[config.mk]
export PLATFORM = sky130hd
export DESIGN_NAME = gpu_cmd_dispatch
export DESIGN_NICKNAME = d
export VERILOG_FILES = /design/src/rtl/gpu_cmd_dispatch.sv
export SDC_FILE = /design/constraint.sdc
export NUM_CORES = 1
export LEC_CHECK = 0
export ABC_AREA = 0
export CORE_ASPECT_RATIO = 0.6
export CORE_UTILIZATION = 40
export CTS_BUF_LIST = sky130_fd_sc_hd__clkbuf_8 sky130_fd_sc_hd__clkbuf_16
export DETAILED_ROUTE_END_ITERATION = 10
export DONT_BUFFER_PORTS = 1
export HOLD_SLACK_MARGIN = 0.02
export SYNTH_ARGS = -nofsm -noshare
export SYNTH_HDL_FRONTEND = slang
export SYNTH_SLANG_ARGS = --single-unit
export TNS_END_PERCENT = 50
[constraint.sdc]
create_clock -name CLK -period 2.6 [get_ports CLK]
set_input_delay 0.65 -clock CLK [delete_from_list [all_inputs] [get_ports CLK]]
set_output_delay 0.65 -clock CLK [all_outputs]
set_load 0.05 [all_outputs]
[src/rtl/gpu_cmd_dispatch.sv]
// Draw-command front end: queues packed commands, starts the matching drawing unit
// and holds the downstream mux select until that unit finishes plus one drain cycle.
module gpu_cmd_dispatch #(
  parameter int DEPTH   = 4,
  parameter int TIMEOUT = 1024,
  parameter int CMD_W   = 64
) (
  input  logic             CLK,
  input  logic             RST_N,
  input  logic [CMD_W-1:0] CMD_DATA,
  input  logic             CMD_VALID,
  output logic             CMD_READY,
  input  logic [5:0]       DONE,
  output logic [5:0]       START,
  output logic [3:0]       SEL,
  output logic [15:0]      COLOR,
  output logic [43:0]      ARGS,
  output logic             BUSY,
  output logic             ERR,
  output logic [1:0]       ERR_CODE
);

  localparam int AW = $clog2(DEPTH);
  localparam int TW = $clog2(TIMEOUT);

  typedef enum logic [1:0] {S_IDLE, S_ISSUE, S_WAIT, S_DRAIN} state_t;

  // One-hot START/DONE bit for each drawing opcode; zero for NOP and illegal codes.
  function automatic logic [5:0] unit_of(input logic [3:0] op);
    case (op)
      4'd0:    unit_of = 6'b000001;
      4'd1:    unit_of = 6'b000010;
      4'd2:    unit_of = 6'b000100;
      4'd3:    unit_of = 6'b001000;
      4'd4:    unit_of = 6'b010000;
      4'd10:   unit_of = 6'b100000;
      default: unit_of = 6'b000000;
    endcase
  endfunction

  logic [CMD_W-1:0] mem_q [DEPTH];
  logic [AW-1:0]    wptr_q, rptr_q;
  logic [AW:0]      cnt_q;
  logic             full, empty, push, pop;
  logic [CMD_W-1:0] head;
  logic [3:0]       head_op;
  logic [5:0]       head_unit;

  state_t      state_q, state_d;
  logic [3:0]  op_q, op_d;
  logic [5:0]  unit_q, unit_d;
  logic [15:0] color_q, color_d;
  logic [43:0] args_q, args_d;
  logic [TW-1:0] tmo_q, tmo_d;
  logic        err_q, err_d;
  logic [1:0]  code_q, code_d;

  assign full      = (cnt_q == (AW+1)'(DEPTH));
  assign empty     = (cnt_q == '0);
  assign push      = CMD_VALID & ~full;
  assign pop       = (state_q == S_IDLE) & ~empty;
  assign head      = mem_q[rptr_q];
  assign head_op   = head[CMD_W-1 -: 4];
  assign head_unit = unit_of(head_op);

  always_ff @(posedge CLK) begin
    if (push) mem_q[wptr_q] <= CMD_DATA;
  end

  always_ff @(posedge CLK or negedge RST_N) begin
    if (!RST_N) begin
      wptr_q <= '0;
      rptr_q <= '0;
      cnt_q  <= '0;
    end else begin
      if (push) wptr_q <= wptr_q + 1'b1;
      if (pop)  rptr_q <= rptr_q + 1'b1;
      cnt_q <= cnt_q + (AW+1)'(push) - (AW+1)'(pop);
    end
  end

  always_comb begin
    state_d = state_q;
    op_d    = op_q;
    unit_d  = unit_q;
    color_d = color_q;
    args_d  = args_q;
    tmo_d   = tmo_q;
    err_d   = 1'b0;
    code_d  = code_q;
    case (state_q)
      S_IDLE: begin
        if (pop) begin
          op_d    = head_op;
          unit_d  = head_unit;
          color_d = head[CMD_W-5 -: 16];
          args_d  = head[43:0];
          if (head_unit != '0) begin
            state_d = S_ISSUE;
          end else if (head_op != 4'd15) begin
            err_d  = 1'b1;
            code_d = 2'b01;
          end
        end
      end
      S_ISSUE: begin
        tmo_d   = '0;
        state_d = S_WAIT;
      end
      S_WAIT: begin
        // A done in the final cycle still counts as success.
        if ((DONE & unit_q) != '0) begin
          state_d = S_DRAIN;
        end else if (tmo_q == TW'(TIMEOUT-1)) begin
          err_d   = 1'b1;
          code_d  = 2'b10;
          state_d = S_IDLE;
        end else begin
          tmo_d = tmo_q + 1'b1;
        end
      end
      S_DRAIN: state_d = S_IDLE;
      default: state_d = S_IDLE;
    endcase
  end

  always_ff @(posedge CLK or negedge RST_N) begin
    if (!RST_N) begin
      state_q <= S_IDLE;
      op_q    <= '0;
      unit_q  <= '0;
      color_q <= '0;
      args_q  <= '0;
      tmo_q   <= '0;
      err_q   <= 1'b0;
      code_q  <= '0;
    end else begin
      state_q <= state_d;
      op_q    <= op_d;
      unit_q  <= unit_d;
      color_q <= color_d;
      args_q  <= args_d;
      tmo_q   <= tmo_d;
      err_q   <= err_d;
      code_q  <= code_d;
    end
  end

  assign CMD_READY = ~full;
  assign SEL       = (state_q == S_IDLE) ? 4'd15 : op_q;
  assign START     = (state_q == S_ISSUE) ? unit_q : 6'b0;
  assign COLOR     = color_q;
  assign ARGS      = args_q;
  assign BUSY      = (state_q != S_IDLE) | ~empty;
  assign ERR       = err_q;
  assign ERR_CODE  = code_q;

endmodule
==> metrics.md, run 1 <==
| Metric | Value |
|---|---|
| DRT iter0 DRCs | `340` |
| Clock sinks | `around 350` |
| Seq/Total Area, Yosys | `0.7594` |
| Clk slew on worst S/H paths | `0.06 ns` |
| Global route overflow | `0` |
| Core Area | `around 32,000 um2` |
| Post-DP HPWL | `14,820 um` |
| Chip height | `~140 um` |
| ANT cells | `0` |
| Synth unique cells | `43` |
| Post-route antenna net violation count | `0` |
| Clock Tree Buf Depth | `3` |
| Avg Vias per Cell | `approximately 5.2` |
| CP endpoint | `START[3]` |
| Root Buffer Master | `clkbuf_16` |
| Post-Syn Instances | `768` |
| Status | `finished, violations left` |
| Final hold violations | `92` |
| RSZ-0062 raised after global routing | `no` |
| Crit. End Element | `output pin` |
| Multi-input logic area | `approximately 3000 um2` |
| Final Hold Slack | `-0.1665 ns` |
| Largest net degree at the start of global routing | `93` |
| Element type at the critical path start | `flop` |
| Most frequent cells in the layout | `edfxtp_1 (256), nand2_1 (212), dfrtp_1 (90), mux4_2 (64), clkbuf_16 (35)` |
| R2R Setup Slk | `roughly 0.35 ns` |
| Crit path kind | `flop to output pin` |
| Fmax | `410.5 MHz` |
| Residual DRC count | `0` |
| Post-route clock period utilization | `0.9370` |
| Skew final | `approximately 0.015 ns` |
| Peak supply drop | `~0.7 mV` |
| Clock H-tree levels | `2` |
| Layout area overhead | `12.91%` |
| Filler cells | `2,813` |
| Endpoints failing setup | `0` |
| Setup_tns | `0 ns` |
| Area share of the largest cell type after synthesis | `0.5844` |
| Syn nets | `approximately 850` |
| Resized cells post-CTS | `0` |
| Die Wd | `between 200 and 250 um` |
| Post-DP Area | `13,770 um2` |
| Layout cells sized above 1 | `0.1776` |
| Worst-Margin Slew | `approximately 0.97 ns` |
| Ports | `roughly 150` |
| Via count | `~6.4k` |
| R2r worst-path depth | `10` |
| Max_slew headroom | `0.3520` |
| Dominant cells by area after synthesis | `edfxtp_1 (58%), dfrtp_1 (18%), mux4_2 (11%)` |
| Initial antenna violation count | `0` |
| Synthesized cell area | `13,160 um2` |
| Vias in the first global route | `6,598` |
| Synth warn | `0` |
| Count of pins over their slew limit | `0` |
| Worst Setup SP | `state_q[0]` |
| Type of the worst min-delay path | `input port to asynchronous set/reset pin` |
| LEAKAGE | `0.005464 uW` |
| Post-CTS setup buffer count | `0` |
| Placer congestion estimate | `0.7551` |
| Finished Cell Area | `about 15,000 um2` |
| RR Endpoint | `cnt_q[2]` |
| PortBufs | `0` |
| Commonest non-fill, non-tap cell in the layout | `edfxtp_1` |
| Worst r2r src | `cnt_q[1]` |
| Total power divided by cell area | `1340 nW/um2` |
| Final wirelength | `between 20,000 and 30,000 um` |
| Worst-path fanout max | `7` |
| Leading area contributor after synthesis | `edfxtp_1` |
| Failing checks | `hold timing` |
| Nets | `a little under 900` |
| Routed len/inst | `roughly 21 um` |
| Finished Core Util | `0.4582` |
| Arrival @ worst endpoint | `around 1.8 ns` |
| Req. time, crit path | `slightly below 2 ns` |
| FF/Latch Area | `roughly 10000 um2` |
| First-pass GRT wire length | `between 40,000 and 50,000 um` |
| Initial Util | `0.4058` |
| Row count | `between 50 and 60` |
| DRT Pass-1 Iters | `4` |
| TritonCTS Buffers | `34` |
| Worst-Skew Late Latency | `0.51 ns` |
| Total GRT Usage | `0.1621` |
| CTS tree | `yes` |
| Die area | `33,640 um2` |
| Max-cap violation count | `0` |
| Fin cells | `between 1k and 1.5k` |
| Tmin final | `2.436 ns` |
| Mean post-synth cell area | `around 17 um2` |
| Synth Register Bits | `about 350` |
| Placed insts | `~1.2k` |
critical path: stages, from the launching register on:
cell and delay [ns]:
dfrtp_1 0.41, inv_1 0.09, nor2_1 0.29, and2_1 0.50
sequential cells by signal, indices dropped and copies added (netlist names), 2 cells and up:
signal / count
wptr_q: 2
mem_q: 256
cnt_q: 3
rptr_q: 2
COLOR: 16
unit_q: 6
op_q: 4
ERR_CODE: 2
tmo_q: 10
state_q: 2
ARGS: 44
cells in the mapped netlist (all sizes together):
library cell / instances
nand2b: 7
o41ai: 5
edfxtp: 256
nand4: 3
a21oi: 1
xnor2: 5
or3: 2
mux4: 64
and4: 4
o211ai: 1
nand2: 213
nor2b: 1
clkbuf: 21
or2: 6
o221ai: 1
o31ai: 3
inv: 10
nor3b: 1
and2: 7
buf: 11
o311ai: 2
nand3: 8
nor4: 2
a22oi: 4
nor2: 5
o21ai: 5
ha: 7
nor3: 3
or4: 2
a32o: 1
dfrtp: 92
nor4b: 1
fa: 1
mux2i: 5
o21a: 1
and3: 5
a211o: 1
mux2: 1
area by class of cell:
cell class	count	share of cell area
Timing Repair Buffer	14	0.01213
Tap cell	424	0.03572
Clock inverter	19	0.007750
Sequential cell	348	0.6731
Multi-Input combinational cell	378	0.2034
Inverter	10	0.002527
Clock buffer	42	0.06545
report_power, final:
part	internal [uW]	leakage (uW)	switching [uW]	total, uW
sequential	7540	0.00349	2430	9970
clock	2750	0.000569	2020	4770
combinational	2050	0.00141	3120	5170
total	12300	0.00546	7570	19900
through the flow:
step	setup slack [ns]	total power, uW
floorplan	-0.3426	13750
detailed placement	0.3431	15400
global route	0.05367	21060
global placement	0.3822	15320
CTS	0.1191	20220
finish	0.1638	19910
cell families after synthesis:
kind of cell    count (synthesis)  share of synthesized area
fa+ha+maj                       8                   0.008179
xor+xnor                        5                   0.003329
flops                         348                     0.7594
mux                            70                     0.1142
simple gates                  270                    0.08760
compound gates                 25                    0.01417
buf+inv                        42                    0.01313
worst min path at each step:
stage / from / endpoint / slack [ns] / depth (start not counted)
floorplan: RST_N / ARGS[0] / 0.35 / 0
global placement: RST_N / ARGS[5] / 0.36 / 0
detailed placement: RST_N / ARGS[4] / 0.36 / 0
CTS: RST_N / rptr_q[1] / -0.20 / 0
global route: RST_N / rptr_q[1] / -0.21 / 0
finish: RST_N / ARGS[4] / -0.17 / 0
routing by layer:
metal,up-vias,global-route usage,wire length [um]
met5,-,0,0
met4,0,0.03612,343
met3,34,0.05372,1987
met2,150,0.2419,11590
met1,3305,0.2307,12500
li1,2914,-,-
No activity file was read; power rests on OpenSTA's default activity.
==> inputs of run 2 (changes only) <==
==> constraint.sdc (replaced) <==
create_clock -name CLK -period 2.4 [get_ports CLK]
set_input_delay 0.6 -clock CLK [delete_from_list [all_inputs] [get_ports CLK]]
set_output_delay 0.6 -clock CLK [all_outputs]
set_load 0.05 [all_outputs]
==> run 2 against run 1 <==
Net effect: the flow still finishes with violations (hold timing); core utilization is 0.32 points higher; flip-flop and latch count unchanged; clock skew barely moved; hold slack got worse by 0.054 ns; highest routed layer unchanged; wire length grew 0.14%; via count up 1.0%; register-to-register slack worse by 0.24 ns; die area unchanged.
==> metrics.md, run 2 (synthesis gave the netlist of run 1 again) <==
| Metric | Value |
|---|---|
| Die area | `roughly 34,000 um2` |
| Max-cap violation count | `0` |
| Final wirelength | `26,460 um` |
| Placer congestion estimate | `0.7477` |
| Clock sinks | `348` |
| CTS tree | `yes` |
| PortBufs | `0` |
| Element type at the critical path start | `flop` |
| Total GRT Usage | `0.1605` |
| Routed len/inst | `between 20 and 25 um` |
| Finished Cell Area | `between 10,000 and 15,000 um2` |
| Type of the worst min-delay path | `input port to asynchronous set/reset pin` |
| Die Wd | `approximately 240 um` |
| Initial antenna violation count | `0` |
| Vias in the first global route | `6,600` |
| Max_slew headroom | `0.3543` |
| Total power divided by cell area | `1449 nW/um2` |
| Layout area overhead | `13.70%` |
| Worst-path fanout max | `5` |
| Commonest non-fill, non-tap cell in the layout | `edfxtp_1` |
| Final Hold Slack | `-0.2206 ns` |
| TritonCTS Buffers | `34` |
| DRT iter0 DRCs | `roughly 370` |
| Register bank with the most flops | `mem_q` |
| Final hold violations | `slightly above 90` |
| Post-route antenna net violation count | `0` |
| Core Area | `32,420 um2` |
| Root Buffer Master | `clkbuf_16` |
| Fmax | `436.2 MHz` |
| Skew final | `~0.015 ns` |
| Clock Tree Buf Depth | `3` |
| Arrival @ worst endpoint | `2.73 ns` |
| Peak supply drop | `1.106 mV` |
| Worst-Margin Slew | `slightly below 1 ns` |
| Largest register FFs | `approximately 260` |
| Worst path max stage delay | `approximately 0.46 ns` |
| Crit path kind | `flop to flop` |
| Global route overflow | `0` |
| First-pass GRT wire length | `40,680 um` |
| Worst-Skew Late Latency | `0.52 ns` |
| Row count | `approximately 50` |
| Most frequent cells in the layout | `edfxtp_1 (256), nand2_1 (211), dfrtp_1 (90), mux4_2 (64), clkbuf_16 (35)` |
| Post-DP Area | `~14,000 um2` |
| Clock H-tree levels | `2` |
| LEAKAGE | `around 0.0055 uW` |
| Endpoints failing setup | `0` |
| Worst path cell trace | `or3_4 > nand2_4 > inv_2 > ha_1 > inv_1 > ha_1 > inv_1 > fa_1 > xnor2_1 > xnor2_1` |
| DRT Pass-1 Iters | `5` |
| Tmin final | `~2.3 ns` |
| Avg Vias per Cell | `between 5 and 6` |
| RSZ-0062 raised after global routing | `no` |
| Failing checks | `hold timing` |
| Count of pins over their slew limit | `0` |
| Largest net degree at the start of global routing | `93` |
| Crit. End Element | `flop` |
| Filler cells | `roughly 2.8k` |
| Buf/Inv on CP | `3` |
| Ports | `~150` |
| CP max stage cell | `dfrtp_1` |
| Clk slew on worst S/H paths | `around 0.06 ns` |
| Via count | `between 6k and 7k` |
| ANT cells | `0` |
| Initial Util | `0.4058` |
| Chip height | `between 100 and 150 um` |
| Post-DP HPWL | `about 16,000 um` |
| CP delay by family, top | `adder cells` |
| Total power | `around 22,000 uW` |
| Req. time, crit path | `2.84 ns` |
| Post-route clock period utilization | `0.9552` |
| Residual DRC count | `0` |
| Status | `finished, violations left` |
| Nets | `875` |
| Layout cells sized above 1 | `0.1978` |
==> run 2: changes by cell type in the layout (fill, tap and decap cells not counted), moves of 2 or more <==
cell      previous run  this run
and2_2               0         6
and2_1               7         1
clkinv_2             3         6
inv_1               18        16
buf_4                8        13
buf_12               6         9
clkbuf_8             7         2
==> run 2: repair_timing <==
item,in CTS,in global routing
gates cloned,0,0
setup buffers,0,0
pin swaps,0,0
setup endpoints to repair,6,8
gates resized for setup,6,3
hold endpoints to repair,92,92
==> run 2: routing by layer <==
layer,routed length (um),up-vias,global-route usage
met2,11770,163,0.2436
met5,0,-,0
met1,12350,3326,0.2198
met4,360,0,0.03990
li1,-,2939,-
met3,1976,40,0.05838
==> run 2: worst paths after layout <==
kind | slack (ns) | from | cells past startpoint | to
worst max-delay path | 0.11 | cnt_q[1] | 10 | cnt_q[2]
worst min-delay path | -0.22 | RST_N | 0 | COLOR[14]
worst max register to register | 0.11 | cnt_q[1] | 10 | cnt_q[2]
worst min register to register | 0.47 | op_q[1] | 2 | op_q[1]
max in group asynchronous | 2.48 | RST_N | 0 | rptr_q[0]
min in group CLK | 0.17 | CMD_DATA[17] | 0 | mem_q[3][17]
==> run 2: final cells by class <==
class,count,area [um2],share of cell area
clock inverter,24,172.7,0.01154
inverter,10,37.54,0.002510
multi-input combinational,378,3038,0.2031
clock buffer,37,903.4,0.06040
timing repair buffer,22,277.8,0.01857
tap,424,530.5,0.03547
sequential,348,9997,0.6684
==> run 2: stage by stage <==
stage | hold WS (ns) | instances | setup slack, ns | utilization | setup TNS [ns]
5_1_grt | -0.2558 | 1243 | 0.01212 | 0.4614 | 0
3_3_place_gp | 0.3071 | 1182 | 0.1799 | 0.4277 | 0
3_5_place_dp | 0.3068 | 1182 | 0.07620 | 0.4277 | 0
6_report | -0.2206 | 1243 | 0.1076 | 0.4614 | 0
4_1_cts | -0.2513 | 1243 | 0.04890 | 0.4611 | 0
2_1_floorplan | 0.3044 | 768 | -0.5426 | - | -69.49
==> run 2: power breakdown <==
group / internal, uW / switching [uW] / total [uW]
clock: 2940 / 2220 / 5160
sequential: 8160 / 2580 / 10700
combinational: 2310 / 3450 / 5760
total: 13400 / 8250 / 21700
